--- src/rtl/sd_block_responder.sv ---
// sd_block_responder: device end of the virtual-disk block handshake.
// Ports: sd_* host block bus, mount_* image announce, img_* byte image store.
module sd_block_responder #(
  parameter int IMG_AW    = 24,
  parameter int ACK_DELAY = 4
) (
  input  logic              clk_sys,
  input  logic              reset_n,
  input  logic [31:0]       sd_lba,
  input  logic              sd_rd,
  input  logic              sd_wr,
  output logic              sd_ack,
  output logic [8:0]        sd_buff_addr,
  output logic [7:0]        sd_buff_dout,
  output logic              sd_buff_wr,
  input  logic [7:0]        sd_buff_din,
  input  logic              mount_req,
  input  logic [63:0]       mount_size,
  input  logic              mount_ro,
  output logic              img_mounted,
  output logic [63:0]       img_size,
  output logic              img_readonly,
  output logic [IMG_AW-1:0] img_addr,
  output logic              img_rd,
  input  logic [7:0]        img_rdata,
  output logic              img_wr,
  output logic [7:0]        img_wdata
);

  typedef enum logic [1:0] {
    IDLE, DELAY, XFER, DONE
  } state_t;

  localparam logic [9:0] DLY_LAST = 10'(ACK_DELAY - 1);

  state_t            state, state_nx;
  logic [9:0]        cnt, cnt_nx;
  logic              rearm;
  logic              op_rd;
  logic              rd_ok;
  logic              wr_ok;
  logic [IMG_AW-1:0] base;

  logic        req;
  logic        accept;
  logic [63:0] blk_start;
  logic [63:0] blk_end;
  logic        blk_ok;
  logic [8:0]  idx;
  logic        ph1;

  assign req       = sd_rd | sd_wr;
  assign accept    = (state == IDLE) && req && rearm;
  assign blk_start = {23'd0, sd_lba, 9'd0};
  assign blk_end   = blk_start + 64'd512;
  assign blk_ok    = (img_size != 64'd0) &&
                     (blk_end <= img_size);
  assign idx       = cnt[9:1];
  assign ph1       = cnt[0];

  always_ff @(posedge clk_sys or negedge reset_n) begin
    if (!reset_n) begin
      state        <= IDLE;
      cnt          <= '0;
      rearm        <= 1'b1;
      op_rd        <= 1'b0;
      rd_ok        <= 1'b0;
      wr_ok        <= 1'b0;
      base         <= '0;
      sd_ack       <= 1'b0;
      img_mounted  <= 1'b0;
      img_size     <= '0;
      img_readonly <= 1'b0;
    end else begin
      state       <= state_nx;
      cnt         <= cnt_nx;
      img_mounted <= mount_req;
      if (mount_req) begin
        img_size     <= mount_size;
        img_readonly <= mount_ro;
      end
      // validity is frozen here; a remount mid-transfer
      // does not change the block being served
      if (accept) begin
        rearm <= 1'b0;
        op_rd <= sd_rd;
        rd_ok <= blk_ok;
        wr_ok <= blk_ok & ~img_readonly;
        base  <= blk_start[IMG_AW-1:0];
      end else if (!req) begin
        rearm <= 1'b1;
      end
      if (state == DELAY && cnt == DLY_LAST)
        sd_ack <= 1'b1;
      else if (state == DONE)
        sd_ack <= 1'b0;
    end
  end

  always_comb begin
    state_nx = state;
    cnt_nx   = cnt;
    unique case (state)
      IDLE: begin
        if (accept) begin
          state_nx = DELAY;
          cnt_nx   = '0;
        end
      end
      DELAY: begin
        if (cnt == DLY_LAST) begin
          state_nx = XFER;
          cnt_nx   = '0;
        end else begin
          cnt_nx = cnt + 10'd1;
        end
      end
      XFER: begin
        cnt_nx = cnt + 10'd1;
        if (cnt == 10'd1023)
          state_nx = DONE;
      end
      DONE: state_nx = IDLE;
    endcase
  end

  // two cycles per byte: phase0 addresses, phase1 moves data
  always_comb begin
    sd_buff_addr = '0;
    sd_buff_dout = '0;
    sd_buff_wr   = 1'b0;
    img_addr     = '0;
    img_rd       = 1'b0;
    img_wr       = 1'b0;
    img_wdata    = '0;
    if (state == XFER) begin
      sd_buff_addr = idx;
      img_addr     = base + IMG_AW'(idx);
      if (op_rd) begin
        if (!ph1) begin
          img_rd = rd_ok;
        end else begin
          sd_buff_wr   = 1'b1;
          sd_buff_dout = rd_ok ? img_rdata : 8'h00;
        end
      end else if (ph1) begin
        img_wr    = wr_ok;
        img_wdata = sd_buff_din;
      end
    end
  end

endmodule
--- config.mk ---
export PLATFORM = sky130hd
export DESIGN_NAME = sd_block_responder
export DESIGN_NICKNAME = d
export VERILOG_FILES = /design/src/rtl/sd_block_responder.sv
export SDC_FILE = /design/constraint.sdc
export NUM_CORES = 1
export LEC_CHECK = 0
export ABC_AREA = 1
export BUFFER_PORTS_ARGS = -buffer_cell sky130_fd_sc_hd__buf_4
export CAP_MARGIN = 30
export CORE_MARGIN = 3
export CORE_UTILIZATION = 30
export DETAILED_ROUTE_END_ITERATION = 10
export GPL_TIMING_DRIVEN = 0
export PLACE_DENSITY = 0.55
export SYNTH_ARGS = -nofsm -noshare
export SYNTH_HDL_FRONTEND = slang
export SYNTH_SLANG_ARGS = --single-unit
--- constraint.sdc ---
create_clock -name clk_sys -period 2 [get_ports clk_sys]
set_input_delay 0.2 -clock clk_sys [delete_from_list [all_inputs] [get_ports clk_sys]]
set_output_delay 0.2 -clock clk_sys [all_outputs]
set_load 0.01 [all_outputs]
* After elaboration in Yosys (flattened, before gate mapping) *
Index checks and enable logic that the tools add are counted.

storage, ports and cells
  input port bits = 118
  logic and storage cells = 66
  output and inout bits = 119
  bits in registers = 98

cells by class
  multiplexer cells = 29
  reductions and logical operators = 10
  bitwise logic cells = 3
  add/subtract/negate cells = 3
  eq/ne operators = 9
  magnitude comparators = 1

operators by type and width
  kind                                                  number
  <= comparator 42 x 64 -> 1 bit                        1
  nonzero test 64 bit                                   1
  2-to-1 mux 8 bit                                      7
  adder 41 x 10 -> 42 bit, second input constant        1
  one-hot mux 10 bit (3 select lines)                   1
  adder 24 x 9 -> 24 bit                                1
  2-to-1 mux 24 bit                                     1
  2-to-1 mux 10 bit                                     2
  2-to-1 mux 1 bit                                      13
  adder 10 x 1 -> 10 bit, second input constant         1
  equality test 10 bit, second input constant           1
  equality test 10 x 2 -> 1 bit, second input constant  1
  2-to-1 mux 9 bit                                      1
  one-hot mux 2 bit (4 select lines)                    1
  2-to-1 mux 2 bit                                      3
  equality test 2 bit, second input constant            2
  logical AND 1 bit                                     4
  != test 2 x 1 -> 1 bit, second input constant         2
  != test 2 bit, second input constant                  2
  AND reduction 3 bit                                   1
  nonzero test 3 bit                                    1
  equality test 2 x 1 -> 1 bit, second input constant   1
  zero test 2 bit                                       1
  AND reduction 2 bit                                   1
  other kinds (4)                                       4

* Longest topological paths before layout *
Gate-level depths: netlist (run 1).

  depth in word-level cells = 5
  depth in mapped cells = 22
  gate-level depth less buffers = 22

* Worst setup path before layout (run 1) *
OpenSTA, ideal clock, no wires.

  kind = input port to flip-flop
  start point = input port sd_lba[0]
  end point = register wr_ok
  buffers on the path = 0
  stages = 21
  setup time = 118 ps
  data arrival time = 2225 ps
  required time = 1882 ps
  setup slack = -342 ps
  path through = ha_1 nand3_2 nor2_2 nand2_1 nor3_4 nand3_2 nor2_2 xnor2_1 inv_1 ha_1 nand2_1 nor2_1 nand3_1 nor2_1 nand2_1 nand2_1 nand2_1 nand2_1 nand2_1 nand3_1 nand2_1

between the ends
  word-level cells in the longest chain between the ends = 4

ends and longest elaborated chain
  item                            line  text
  start, declared                 9     input logic [31:0] sd_lba,
  adder 41 x 10 -> 42 bit         55    assign blk_end = blk_start + 64'd512;
  <= comparator 42 x 64 -> 1 bit  57    (blk_end <= img_size);
  logical AND 1 bit               56    assign blk_ok = (img_size != 64'd0) &&
  bitwise AND 1 bit               88    wr_ok <= blk_ok & ~img_readonly;
  end signal, assigned            88
  end, declared                   41    logic wr_ok;

No other way between the ends.
A chain may end at the register's enable or synchronous reset.

* Final worst setup path (run 1) *
  start point = input port sd_lba[5]
  end point = register rd_ok

between the ends
  word-level cells in the longest chain between the ends = 3

ends and longest elaborated chain
  item                            line  text
  adder 41 x 10 -> 42 bit         55
  <= comparator 42 x 64 -> 1 bit  57
  logical AND 1 bit               56
  end signal, assigned            87    rd_ok <= blk_ok;
  end, declared                   40    logic rd_ok;

No other way between the ends.

==> results of run 1 <==
## power groups by stage
stage / clock network [mW] / logic (mW) / registers [mW]
global placement: 0 / 2.35 / 2.61
detailed placement: 0 / 2.38 / 2.62
finish: 1.80 / 2.64 / 2.59
floorplan: 0 / 1.26 / 2.63
global route: 1.92 / 2.97 / 2.64
CTS: 1.86 / 2.53 / 2.59
## worst paths after layout
kind | cells past startpoint | to | slack (ps) | from
max | 22 | rd_ok | -260 | sd_lba[5]
min | 3 | img_size[63] | 40 | mount_size[63]
max reg2reg | 9 | cnt[9] | 150 | state[1]
min reg2reg | 2 | rearm | 480 | rearm
max in group asynchronous | 3 | img_size[28] | 950 | reset_n
min in group asynchronous | 2 | sd_ack | 360 | reset_n
## metrics by stage
step | TNS (ps) | area, sq um
2_1_floorplan | -671.6 | 6250
3_3_place_gp | -5866 | 8359
3_5_place_dp | -5634 | 8387
4_1_cts | -811.4 | 8874
5_1_grt | -967.1 | 9077
6_report | -511.4 | 9077
## layout make-up
type                       count  area [sq um]
buffer                        28         148.9
fill                        2142         11290
timing repair buffer         251          1957
clock buffer                   9         225.2
tap                          270         337.8
sequential                    98          2454
inverter                     166         625.6
clock inverter                 7         78.83
multi-input combinational    540          3251
## worst max-delay path, cell delays in order
cell                       delay (ps)
sky130_fd_sc_hd__buf_6            110
sky130_fd_sc_hd__nand2_4           60
sky130_fd_sc_hd__nor3_4           200
sky130_fd_sc_hd__nand2_2          130
sky130_fd_sc_hd__nor2_4           170
sky130_fd_sc_hd__buf_4            140
sky130_fd_sc_hd__nand3b_2         110
sky130_fd_sc_hd__nor3_2           160
sky130_fd_sc_hd__xnor2_1          150
sky130_fd_sc_hd__inv_1             60
sky130_fd_sc_hd__ha_1             280
sky130_fd_sc_hd__nand2_1           60
sky130_fd_sc_hd__o21ai_1          130
sky130_fd_sc_hd__nand2_1           60
sky130_fd_sc_hd__nand2_1           50
sky130_fd_sc_hd__nand2_1           50
sky130_fd_sc_hd__nand2_1           70
sky130_fd_sc_hd__nand2_1           50
sky130_fd_sc_hd__nand2_1           70
sky130_fd_sc_hd__nand2_2           60
sky130_fd_sc_hd__nand2_2           70
sky130_fd_sc_hd__nand2_1           50
## cell usage after synthesis, types with 11 or more instances
| master | count |
|---|---|
| sky130_fd_sc_hd__a21oi_1 | 17 |
| sky130_fd_sc_hd__clkbuf_1 | 20 |
| sky130_fd_sc_hd__dfrtp_1 | 97 |
| sky130_fd_sc_hd__ha_1 | 41 |
| sky130_fd_sc_hd__inv_1 | 164 |
| sky130_fd_sc_hd__nand2_1 | 202 |
| sky130_fd_sc_hd__nand3_1 | 30 |
| sky130_fd_sc_hd__nand4_1 | 17 |
| sky130_fd_sc_hd__nor2_1 | 65 |
| sky130_fd_sc_hd__nor3_1 | 11 |
| sky130_fd_sc_hd__o21ai_0 | 80 |
| sky130_fd_sc_hd__xor2_1 | 26 |
## kinds of logic after synthesis
logic type,share of synthesized area [%]
adders and majority gates,8.208
muxes,0.7207
DFF,39.26
AOI/OAI and AO/OA,8.589
buffers and inverters,12.25
and+or+nand+nor,26.09
xor gates and xnor gates,4.885
## metal layers
metal	vias up	share of wire (%)
met2	172	48
met3	18	7.8
met5	-	0
li1	3115	-
met4	0	1.6
met1	2803	43
## flip-flops by register name (all words and copies together) (netlist names)
name	flops
state	2
cnt	10
img_readonly	1
rd_ok	1
wr_ok	1
op_rd	1
img_mounted	1
sd_ack	1
rearm	1
base	15
img_size	64
## what timing repair did
action	4_1_cts	5_1_grt
pin swaps	21	25
resized for setup	35	32
buffers inserted	4	8
endpoints found under the hold margin	36	0
hold buffers	2	0
setup endpoints to repair	65	18
==> flow_summary.ini, run 1 <==
[outcome]
status = finished, violations left
failed_checks = negative setup slack

[timing]
setup_viol = 2
timing.max_slew.rel_slack_pct = 61.27
fin_skew_ps = 10.88
fin_crit_ps = 2258
clock.fmax_mhz = 442.9
finalHoldWorstSlack_ps = 42.57
setup_slack_ps = -258.0
final_min_period_over_clock_period_pct = 112.9
finalHoldViolCount = 0
finalMaxSlewViolations = 0
grt_setup_unrepaired = true
worstMarginPinSlew_ps = 580.9

[finish]
num_antenna_cells = 0
final_cell_count_no_fill = 1369
fin_util_pct = 44.57
layout.cells.most_common_list = 253 x sky130_fd_sc_hd__buf_4, 194 x sky130_fd_sc_hd__nand2_1, 160 x sky130_fd_sc_hd__inv_1, 97 x sky130_fd_sc_hd__dfrtp_1, 79 x sky130_fd_sc_hd__o21ai_0
area_growth_pct = 45.25
nets = 1253
post_route_cells_drive_above_1_share_pct = 31.39
final_common_cell = sky130_fd_sc_hd__buf_4

[power]
total_leakage_power_nw = 4.871
vdd_drop_max_mv = 0.4206
power.share.switching_pct = 37.94
clock_power_share_pct = 25.6
design_power_total_mw = 7.032
seqPwrFrac_pct = 36.9
internal_pwr_total_mw = 4.364
power.density_nw_per_um2 = 774.7
net-switching-power_mw = 2.668
pwr-share-comb_pct = 37.5

[critical_path]
timing.critical_path.arrival_ps = 2510
critPathCaptureType = register
crit_path_start_kind = primary input
path_max_fanout = 5
critPathKind = primary input to register
worst-endpoint-required_ps = 2260

[global_route]
grt_pass1_wl_mm = 30.68
groute.layer.met3.usage_pct = 4.997
grt.busiest_layer = met2
global_route_congestion_overflow_total = 0
grt_antenna_before_repair = 0
grtUsageMet1_pct = 21.85
grt_start_max_net_pins = 63
globalRouteMet2Util_pct = 29.72
grt_usage_pct = 17.51
grt_pass1_vias = 5877

[synth]
ys_warn_count = 0
synthesis.area_per_instance_sq_um = 7.503
postSynth.topFlopCell = sky130_fd_sc_hd__dfrtp_1
post_synth_num_cell_types = 38
yosys.area.top_type_share_pct = 38.84
async_flop_share_pct = 100.0
synth.net_count = 992
synth.ff_latch_count = 98
synth_enable_flop_cells = 0
synthesis.instances = 833
sequential_fraction_of_the_synthesis_area_pct = 39.26
synthDominantAreaCellType = sky130_fd_sc_hd__dfrtp_1
ys_top_cells_by_area = sky130_fd_sc_hd__dfrtp_1 39%, sky130_fd_sc_hd__nand2_1 12%, sky130_fd_sc_hd__inv_1 9.8%
mappedNetlistArea_sq_um = 6250

[hold_path]
worst_min_delay_path_class = primary input to register

[die]
die_height_um = 150.3
placeableCoreArea_sq_um = 20360
rows = 52
starting_density_pct = 30.69
io_pins = 237
die_x_um = 150.3
floorplan.die_area_sq_um = 22600

[drt]
num_vias = 6108
wirelength_mm = 19.92
avgRoutedWirePerCell_um = 14.55
drt.antenna.violating_nets = 0
drt_first_iter_violations = 203
drt-pass1-iter-count = 4
average_vias_per_placed_instance = 4.462
drcViolationCount = 0

[clocking]
cts_tree = built
cts.sinks = 98
path_clk_slew_ps = 80
cts_max_path_buffers = 2
ctsHtreeMaxLevel = 3
clock_latency_ps = 360
cts_root_buf = sky130_fd_sc_hd__clkbuf_16
cts_made_buffers = 9

[place]
numPortBuffers = 236
gp_congestion = 0.8280
pre_cts_slack_ps = -980.7
placed_cells = 1340
hpwl_mm = 16.32

[flow_run]
maxCapViolCount = 0
Note: power is estimated with default switching activity, not from simulation.
==> run 2, diff against run 1 <==
==> constraint.sdc (replaced) <==
create_clock -name clk_sys -period 2 [get_ports clk_sys]
set_input_delay 0.2 -clock clk_sys [delete_from_list [all_inputs] [get_ports clk_sys]]
set_output_delay 0.2 -clock clk_sys [all_outputs]
set_load 0.005 [all_outputs]
==> flow_summary.ini, run 2 (synthesis results as in run 1) <==
[outcome]
status = finished, violations left
failed_checks = negative setup slack

[power]
clock_power_share_pct = 25.9
power.density_nw_per_um2 = 762.4
seqPwrFrac_pct = 37.5
net-switching-power_mw = 2.565
vdd_drop_max_mv = 0.4196
pwr-share-comb_pct = 36.6
power.share.switching_pct = 37.06
design_power_total_mw = 6.921
internal_pwr_total_mw = 4.356
total_leakage_power_nw = 4.871

[finish]
layout.cells.most_common_list = 252 x sky130_fd_sc_hd__buf_4, 194 x sky130_fd_sc_hd__nand2_1, 160 x sky130_fd_sc_hd__inv_1, 97 x sky130_fd_sc_hd__dfrtp_1, 79 x sky130_fd_sc_hd__o21ai_0
reg_top3 = img_size (64), base (15), cnt (10)
nets = 1253
area_growth_pct = 45.25
fin_util_pct = 44.57
post_route_cells_drive_above_1_share_pct = 31.39
largest_register_ffs = 64
final_cell_count_no_fill = 1369
layout.cell_area.non_filler_sq_um = 9077
num_antenna_cells = 0
final_common_cell = sky130_fd_sc_hd__buf_4
regMostFlops = img_size

[timing]
finalHoldViolCount = 0
setup_viol = 2
fin_skew_ps = 11.28
grt_setup_unrepaired = true
timing.max_slew.rel_slack_pct = 61.26
finalMaxSlewViolations = 0
final_min_period_over_clock_period_pct = 113.1
setup_slack_ps = -261.0
worstMarginPinSlew_ps = 581.1
fin_crit_ps = 2261
clock.fmax_mhz = 442.3

[die]
floorplan.die_area_sq_um = 22600
io_pins = 237
die_x_um = 150.3
starting_density_pct = 30.69
die_height_um = 150.3
placeableCoreArea_sq_um = 20360
rows = 52

[critical_path]
timing.critical_path.arrival_ps = 2510
timing.reg2reg.worst_path_depth = 9
regToRegStartpoint = state[1]
r2r_setup_slack_ps = 160
worst-endpoint-required_ps = 2250
critPathKind = primary input to register
crit_end = rd_ok
end_of_the_worst_register_to_register_path = cnt[9]
critPathCaptureType = register
crit_path_start_kind = primary input
setup.worst_path.start = sd_lba[5]
path_max_fanout = 5

[global_route]
global_route_congestion_overflow_total = 0
grt_usage_pct = 17.51
grt_pass1_wl_mm = 30.68
grt_start_max_net_pins = 63
grt_antenna_before_repair = 0
grt_pass1_vias = 5877

[flow_run]
maxCapViolCount = 0

[clocking]
ctsHtreeMaxLevel = 3
cts.sinks = 98
cts_root_buf = sky130_fd_sc_hd__clkbuf_16
cts_tree = built
cts_made_buffers = 9
path_clk_slew_ps = 80
cts_max_path_buffers = 2
clock_latency_ps = 360

[hold_path]
hold_path_startpoint = mount_size[48]
worst_min_delay_path_class = primary input to register

[drt]
num_vias = 6113
drt_first_iter_violations = 200
drt.antenna.violating_nets = 0
drt-pass1-iter-count = 5
wirelength_mm = 19.90
avgRoutedWirePerCell_um = 14.54
drcViolationCount = 0
average_vias_per_placed_instance = 4.465

[place]
gp_congestion = 0.8280
placed_cells = 1340
pre_cts_slack_ps = -980.7
hpwl_mm = 16.32
detailed_place.area_sq_um = 8387
numPortBuffers = 236
[run 2: cell count changes in the layout (fill, tap and decap cells not counted)]
cell,delta
sky130_fd_sc_hd__buf_4,-1
sky130_fd_sc_hd__clkbuf_4,+1
[run 2: layout make-up]
class,count,area [sq um]
buffer,28,148.9
clock buffer,9,225.2
clock inverter,7,78.83
fill,2142,11290
inverter,166,625.6
multi-input combinational,540,3251
sequential,98,2454
tap,270,337.8
timing repair buffer,251,1957
[run 2: critical path: stages]
cell                       delay [ps]
sky130_fd_sc_hd__buf_6            110
sky130_fd_sc_hd__nand2_4           60
sky130_fd_sc_hd__nor3_4           200
sky130_fd_sc_hd__nand2_2          130
sky130_fd_sc_hd__nor2_4           170
sky130_fd_sc_hd__buf_4            140
sky130_fd_sc_hd__nand3b_2         110
sky130_fd_sc_hd__nor3_2           160
sky130_fd_sc_hd__xnor2_1          150
sky130_fd_sc_hd__inv_1             60
sky130_fd_sc_hd__ha_1             280
sky130_fd_sc_hd__nand2_1           60
sky130_fd_sc_hd__o21ai_1          130
sky130_fd_sc_hd__nand2_1           60
sky130_fd_sc_hd__nand2_1           50
sky130_fd_sc_hd__nand2_1           50
sky130_fd_sc_hd__nand2_1           70
sky130_fd_sc_hd__nand2_1           50
sky130_fd_sc_hd__nand2_1           70
sky130_fd_sc_hd__nand2_2           60
sky130_fd_sc_hd__nand2_2           70
sky130_fd_sc_hd__nand2_1           50
[run 2: worst min path at each step]
stage	to	depth (start not counted)
finish	img_size[48]	3
global route	img_size[43]	3
CTS	img_size[49]	3
detailed placement	sd_ack	1
global placement	img_mounted	1
floorplan	base[10]	0
[run 2: stage by stage]
step	TNS [ps]	hold WS (ps)
6_report	-514.0	43.22
5_1_grt	-967.1	35.50
4_1_cts	-811.4	24.54
3_5_place_dp	-5365	227.6
3_3_place_gp	-5646	319.4
2_1_floorplan	-671.6	-95.59
[run 2: metal layers]
layer / routed length, um / global-route usage, % / share of wire, % / vias up
met2: 9617 / 29.72 / 48 / 177
met4: 313 / 4.666 / 1.6 / 0
met5: 0 / 0 / 0 / -
met3: 1557 / 4.997 / 7.8 / 18
met1: 8415 / 21.85 / 42 / 2801
li1: - / - / - / 3117
[run 2: what timing repair did]
item                                   in CTS  in global routing
gates resized for setup                    35                 31
pin swaps                                  21                 25
hold buffers                                2                  0
setup endpoints to repair                  65                 17
setup buffers                               4                  8
endpoints found under the hold margin      36                  0
[run 2: power groups by stage]
stage	sequential, mW	combinational, mW	clock [mW]
2_1_floorplan	2.58	1.21	0
5_1_grt	2.64	2.87	1.92
4_1_cts	2.59	2.43	1.86
3_5_place_dp	2.62	2.28	0
3_3_place_gp	2.61	2.25	0
6_report	2.59	2.53	1.80
